## src/rtl/ram_dport_rmw.sv

```systemverilog
// Data-port access controller for RAM port 2: loads, word stores, and sub-word stores via read-modify-write.
// Optional address range check enabled by defining DPORT_RANGE_CHK_EN.
module ram_dport_rmw #(
  parameter int DEPTH = 513,
  parameter int AW    = 16
) (
  input  logic          sys_clk,
  input  logic          sys_rst_n,
  input  logic          cpu_req_i,
  input  logic          cpu_we_i,
  input  logic [3:0]    cpu_be_i,
  input  logic [31:0]   cpu_addr_i,
  input  logic [31:0]   cpu_wdata_i,
  output logic          cpu_ack_o,
  output logic [31:0]   cpu_rdata_o,
  output logic          cpu_busy_o,
  output logic          cpu_err_o,
  output logic          ram2_stb_o,
  output logic          ram2_we_o,
  output logic [AW-1:0] ram2_addr_o,
  output logic [31:0]   ram2_data_o,
  input  logic [31:0]   ram2_data_i
);

  typedef enum logic [2:0] {IDLE, RD, RDW, WR, RESP} state_t;

  state_t        state, state_nxt;
  logic          we_q;
  logic [3:0]    be_q;
  logic [AW-1:0] addr_q;
  logic [31:0]   merged_q;
  logic [31:0]   rdata_q;
  logic          oor;
  logic          accept;

  assign accept = (state == IDLE) && cpu_req_i;

`ifdef DPORT_RANGE_CHK_EN
  logic err_q;
  assign oor = (cpu_addr_i[31:2] >= 30'(DEPTH));
`else
  assign oor = 1'b0;
`endif

  // Byte-offset bits never matter; upper bits only matter to the range check.
  logic unused_addr;
  assign unused_addr = ^{cpu_addr_i[1:0], cpu_addr_i[31:AW+2]};

  always_ff @(posedge sys_clk or negedge sys_rst_n) begin
    if (!sys_rst_n) state <= IDLE;
    else            state <= state_nxt;
  end

  always_comb begin
    state_nxt = state;
    case (state)
      IDLE: begin
        if (cpu_req_i) begin
          if (oor)                   state_nxt = RESP;
          else if (!cpu_we_i)        state_nxt = RD;
          else if (cpu_be_i == 4'hF) state_nxt = WR;
          else if (cpu_be_i == 4'h0) state_nxt = RESP;
          else                       state_nxt = RD;
        end
      end
      RD:      state_nxt = RDW;
      RDW:     state_nxt = we_q ? WR : RESP;
      WR:      state_nxt = RESP;
      RESP:    state_nxt = IDLE;
      default: state_nxt = IDLE;
    endcase
  end

  // merged_q starts as the store data; unselected lanes are overwritten from the RAM read.
  always_ff @(posedge sys_clk or negedge sys_rst_n) begin
    if (!sys_rst_n) begin
      we_q     <= 1'b0;
      be_q     <= 4'h0;
      addr_q   <= '0;
      merged_q <= 32'h0;
      rdata_q  <= 32'h0;
    end else if (accept) begin
      we_q     <= cpu_we_i;
      be_q     <= cpu_be_i;
      addr_q   <= cpu_addr_i[AW+1:2];
      merged_q <= cpu_wdata_i;
      if (oor && !cpu_we_i) rdata_q <= 32'h0;
    end else if (state == RDW) begin
      if (we_q) begin
        for (int i = 0; i < 4; i++)
          if (!be_q[i]) merged_q[8*i +: 8] <= ram2_data_i[8*i +: 8];
      end else begin
        rdata_q <= ram2_data_i;
      end
    end
  end

`ifdef DPORT_RANGE_CHK_EN
  always_ff @(posedge sys_clk or negedge sys_rst_n) begin
    if (!sys_rst_n)  err_q <= 1'b0;
    else if (accept) err_q <= oor;
  end
  assign cpu_err_o = err_q && (state == RESP);
`else
  assign cpu_err_o = 1'b0;
`endif

  assign cpu_ack_o   = (state == RESP);
  assign cpu_busy_o  = (state != IDLE);
  assign cpu_rdata_o = rdata_q;
  assign ram2_stb_o  = (state == RD) || (state == WR);
  assign ram2_we_o   = (state == WR);
  assign ram2_addr_o = addr_q;
  assign ram2_data_o = merged_q;

endmodule

```

## config.mk

```make
export PLATFORM = sky130hd
export DESIGN_NAME = ram_dport_rmw
export DESIGN_NICKNAME = d
export VERILOG_FILES = /design/src/rtl/ram_dport_rmw.sv
export SDC_FILE = /design/constraint.sdc
export NUM_CORES = 1
export LEC_CHECK = 0
export ABC_AREA = 0
export CORE_ASPECT_RATIO = 0.7
export CORE_MARGIN = 4
export CORE_UTILIZATION = 37
export DETAILED_ROUTE_END_ITERATION = 6
export GPL_ROUTABILITY_DRIVEN = 0
export PLACE_DENSITY = 0.74
export SLEW_MARGIN = 40
export SYNTH_ARGS = -nofsm -noshare
export SYNTH_HDL_FRONTEND = slang
export SYNTH_SLANG_ARGS = --single-unit
export TNS_END_PERCENT = 1
```

## constraint.sdc

```tcl
create_clock -name sys_clk -period 1.9 [get_ports sys_clk]
set_input_delay 0.38 -clock sys_clk [delete_from_list [all_inputs] [get_ports sys_clk]]
set_output_delay 0.38 -clock sys_clk [all_outputs]
set_load 0.02 [all_outputs]
```

# After elaboration in Yosys (flattened, before gate mapping)
# Index checks and enable logic that the tools add are counted.
# op_classes
bitwise	2
reduce_logical	12
n_eq_ne	10
mux	13
# op_table
op	count
two-way mux 32 bit	3
two-way mux 8 bit	4
two-way mux 3 bit	5
AND reduction 3 bit	5
one-hot mux 3 bit (4 select lines)	1
inequality test 2 x 1 -> 1 bit (second input constant)	4
== test 3 x 2 -> 1 bit (second input constant)	2
== test 4 bit (second input constant)	1
logical NOT 4 bit	1
nonzero test 2 bit	2
== test 3 x 1 -> 1 bit (second input constant)	1
== test 3 bit (second input constant)	1
logical NOT 3 bit	1
nonzero test 3 bit	1
inequality test 2 bit (second input constant)	1
NOT 1 bit	2
logical AND 1 bit	1
logical OR 1 bit	1
# word_totals
ff_bits	88
output_inout_bits	85
inputBits	104
elab_cells	46

# Depth between registers and ports, before layout
# Gate-level depths: netlist of the first run.
# logic_depth
ltp_word	6
depth_mapped	6
mapped_depth_nobuf	3

# Worst setup path before layout of the first run
# No wires, ideal clock.
# synth_timing
path_type	reg-to-reg
startpoint	reg state[0]
endpoint	reg merged_q[16], in the netlist ram2_data_o[16]
t_arrival_ps	1805
setup_ps	125
path_slack_ps	-30
synth_period_minus_slack_ps	1930
path_buffers	2
required_time_ps	1775
stages_incl_launch_ff	6
path_cell_list	dfrtp_1 > buf_6 > nor4b_4 > buf_6 > mux2_4 > mux2_2
# synth_via
elab_chain_len	4
word_cells_on_any_way	8
classes_between	2 x eq/ne; 1 x mux; 5 x reduce/logical
# synth_rtl
element	line_no	source
start: declaration	27	state_t state, state_nxt;
start signal: assignment	51	else state <= state_nxt;
logical NOT 3 bit	36	assign accept = (state == IDLE) && cpu_req_i;
logical AND 1 bit	36	
inequality test 2 x 1 -> 1 bit (no source line) or nonzero test 2 bit (tied branches)	--	
AND reduction 3 bit (no source line)	--	
end signal: assignment	86	merged_q <= cpu_wdata_i;
end signal: indexed assignment	91	if (!be_q[i]) merged_q[8*i +: 8] <= ram2_data_i[8*i +: 8];
end: declaration	31	logic [31:0] merged_q;
# Several ways; a longest one is shown, not always the timed one.
# A chain may end at the register's enable or synchronous reset.

# Worst setup path after layout of the first run
# layout_timing
startpoint	reg state[0]
endpoint	reg merged_q[25], in the netlist ram2_data_o[25]
# Same word-level chain as after synthesis.

==> results of run 1 <==
[power groups by stage]
stage | Sequential (W) | Clock (W) | Combinational (W)
finish | 0.00342 | 0.00193 | 0.00606
detailed placement | 0.00345 | 0 | 0.00614
floorplan | 0.00443 | 0 | 0.00240
global placement | 0.00340 | 0 | 0.00603
global route | 0.00357 | 0.00208 | 0.00641
CTS | 0.00344 | 0.00198 | 0.00613
[cell type report]
class                   instances  area, µm²
clock buffers                  14      274.0
clock inverters                 2      60.06
fillers                       828       4119
inverters                       1      3.754
multi-input cells             147       1673
flip-flops and latches         88       2205
well taps                     132      165.2
repair buffers                190       1934
[synthesized netlist by cell type]
library cell / n
nand2_1: 2
a21oi_2: 4
clkbuf_1: 3
nand4b_1: 1
nand3b_1: 4
mux2_1: 4
buf_6: 7
buf_12: 2
a21oi_1: 3
nor3b_4: 1
dfrtp_1: 88
o21ai_0: 2
or3_1: 1
mux2_2: 89
nor2b_1: 2
and3_1: 1
buf_4: 1
nor3b_1: 1
inv_1: 1
mux2_4: 24
conb_1: 1
or2_1: 1
nand2b_1: 1
and2_1: 1
buf_2: 1
a21o_1: 1
nand4_1: 1
nor4_1: 1
nor4b_4: 1
[critical path, cell delays in order (launching register included)]
cell and delay [ns]:
dfrtp_2 0.47, nor4b_4 0.43, buf_12 0.23, mux2_2 0.35
mux2_2 0.26
[state kept, by name, indices dropped and copies added, names as in the netlist]
| register | flops |
|---|---|
| be_q | 4 |
| cpu_rdata_o | 32 |
| ram2_addr_o | 16 |
| ram2_data_o | 32 |
| state | 3 |
| we_q | 1 |
[routing by layer]
metal	global-route usage, %	up-vias
met5	0	-
met4	3.759	0
met3	7.934	9
li1	-	1267
met1	19.99	1351
met2	27.26	114
[cells by family after synthesis]
group                  count (synthesis)  share of synthesized area, %
other                                  1                       0.09422
DFF                                   88                         55.33
muxes                                117                         35.37
buffers and inverters                 15                         3.678
AOI/OAI and AO/OA                     10                         1.697
and+or+nand+nor                       19                         3.836
[repair_timing]
action	in CTS	in global routing
resized for setup	5	9
pin swaps	1	0
endpoints found under the hold margin	25	0
hold buffers	1	0
setup endpoints to repair	10	29
[worst max-delay path by stage]
stage | depth (start not counted) | start | endpoint
3_5_place_dp | 5 | cpu_req_i | ram2_data_o[25]
5_1_grt | 4 | state[0] | ram2_data_o[27]
4_1_cts | 2 | state[1] | cpu_busy_o
2_1_floorplan | 5 | state[0] | ram2_data_o[16]
3_3_place_gp | 5 | cpu_req_i | ram2_data_o[22]
6_report | 4 | state[0] | ram2_data_o[25]
[per-stage QoR]
step                      utilization (%)  instance area [µm²]  hold slack [ns]
after floorplan                         -                 4003          0.08441
after global placement              57.09                 5957           0.3158
after detailed placement            57.09                 5957           0.3197
after CTS                           60.36                 6297           0.4965
after global routing                60.52                 6315           0.5205
final                               60.52                 6315           0.4914
==> implementation parameters, run 1 <==
Parameter                              Value

Logic synthesis
  Fraction of synthesized cell area taken by the top area cell type ... 55.33%
  Number of storage elements in the synthesis netlist ... 88
  Post-synthesis sequential area ratio ... 55.33%
  Top post-synthesis cells by area ... dfrtp_1 55%, mux2_2 25%, mux2_4 9.1%
  Cell count after synthesis ... 250
  Count of distinct cell types in the synthesized netlist ... 29
  Avg Inst Size Synth ... 15.92 µm²
  Mapped Area ... 3980 µm²
  Warning count from the yosys run ... 0
  Net count of the mapped netlist ... 354
  Post-synth top area cell ... dfrtp_1

Drt
  Drt via density ... 4.775
  Count of vias placed by the detailed router ... 2,741
  Total iterations of the first detailed-routing run ... 4
  Met2 WL ... 4.805 mm
  DRC violation count after routing ... 0
  Post-route met1 wirelength ... 4.134 mm
  WL final ... 9.918 mm
  Top sig layer ... met4
  Initial DRC count ... 69
  Number of nets with antenna violations after routing ... 0
  Met3 Wirelength ... 892 µm
  Drt wl/cell ... 17.28 µm

Die
  Effective utilization at floorplan ... 38.15%
  Core Area ... 10,430 µm²
  Area of the die ... 12,510 µm²
  Cell Rows ... 31
  Die span in x ... 132.0 µm
  I/O pin cnt ... 189
  Vertical die dimension ... 94.78 µm

Placement
  Total of buffers placed on input and output ports ... 171
  Setup slack at placement ... -0.2983 ns
  Total half-perimeter wirelength after legalization and detailed placement ... 7.568 mm
  Dpl cells ... 557

Hold path
  Hold Crit Start ... cpu_rdata_o[6]
  Count of cells along the worst hold path ... 1
  Hold Crit Endpoint ... cpu_rdata_o[6]
  Worst hold-check path type ... reg2reg

Finish
  Leading cell types in the layout, fill and taps excluded ... 166 x clkdlybuf4s50_1, 86 x dfrtp_1, 79 x mux2_2
  Antenna Diode Count ... 0
  Fin nets ... 541
  Fraction of layout instances using a drive strength above 1 ... 35.29%
  Area added between synthesis and finish ... 58.66%
  Most common cell after layout, fill and taps aside ... clkdlybuf4s50_1
  Finished Layout Cells ... 574

Power
  Combinational share of power ... 53.1%
  Clock network fraction of design power ... 17.0%
  Total net switching power ... 0.003832 W
  Sequential share of power ... 30.0%
  Static power due to leakage ... 2.639 nW
  Power density cells ... 1807 nW/µm²
  Max rail drop VDD ... 0.9222 mV
  Internal power component ... 0.007577 W
  Overall power after layout ... 0.01141 W
  Switching share of power ... 33.59%

GRT
  Wire length of the first global-routing pass ... 16.43 mm
  Antenna violations before repair ... 0
  Pin count of the biggest net entering global routing ... 44
  Aggregate global routing overflow ... 0
  Number of global-route vias before repair ... 3,170
  GR Util All Layers ... 16.59%

Clock network
  Sink count of the clock tree ... 88
  Clock-pin slew of the registers on the worst-case setup and hold paths ... 0.06 ns
  Buffer count from post-CTS setup fixing ... 0
  H-tree depth ... 3
  Num CTS Buffers ... 9
  TritonCTS clock tree ... built
  Source-to-sink clock delay at the later pin of the worst-skew pair ... 0.33 ns
  Clock Tree Buf Depth ... 2
  CTS Root Buffer Type ... clkbuf_16

Critical path
  Critical path launch point type ... flop
  Depth of the most critical reg-to-reg path ... 4
  Critical path peak fanout ... 20
  Data arrival time of the critical path ... 2.08 ns
  Type of the worst setup path ... reg2reg
  Reg2Reg Capture Point ... ram2_data_o[25]
  Worst-case register-to-register setup slack ... 0.04 ns
  Required time reported for the critical path endpoint ... 2.12 ns
  Critical path capture point type ... flop
  Worst reg2reg path startpoint ... state[0]

Timing
  Setup violation total in the final timing report ... 0
  Final slew viol count ... 0
  Accumulated negative setup slack ... 0 ns
  Tcrit/Tclk final ... 98.05%
  Achievable frequency ... 536.8 MHz
  Shortest clock period the worst path allows after layout ... 1.863 ns
  Unrepaired setup endpoints after global routing ... yes
  Count of final hold-check violations ... 0
  Worst Setup Slack, final ... 0.03698 ns
  Worst Skew ... 0.006147 ns

Job
  Max-capacitance violation count ... 0

Outcome
  Outcome ... finished clean
Power figures use the tool's default switching activity.
==> run 2, diff against run 1 <==
- HOLD_SLACK_MARGIN: unset -> 0.06
==> results of run 2 <==
Same layout as run 1: the final DEF is identical, and so are final timing and power.
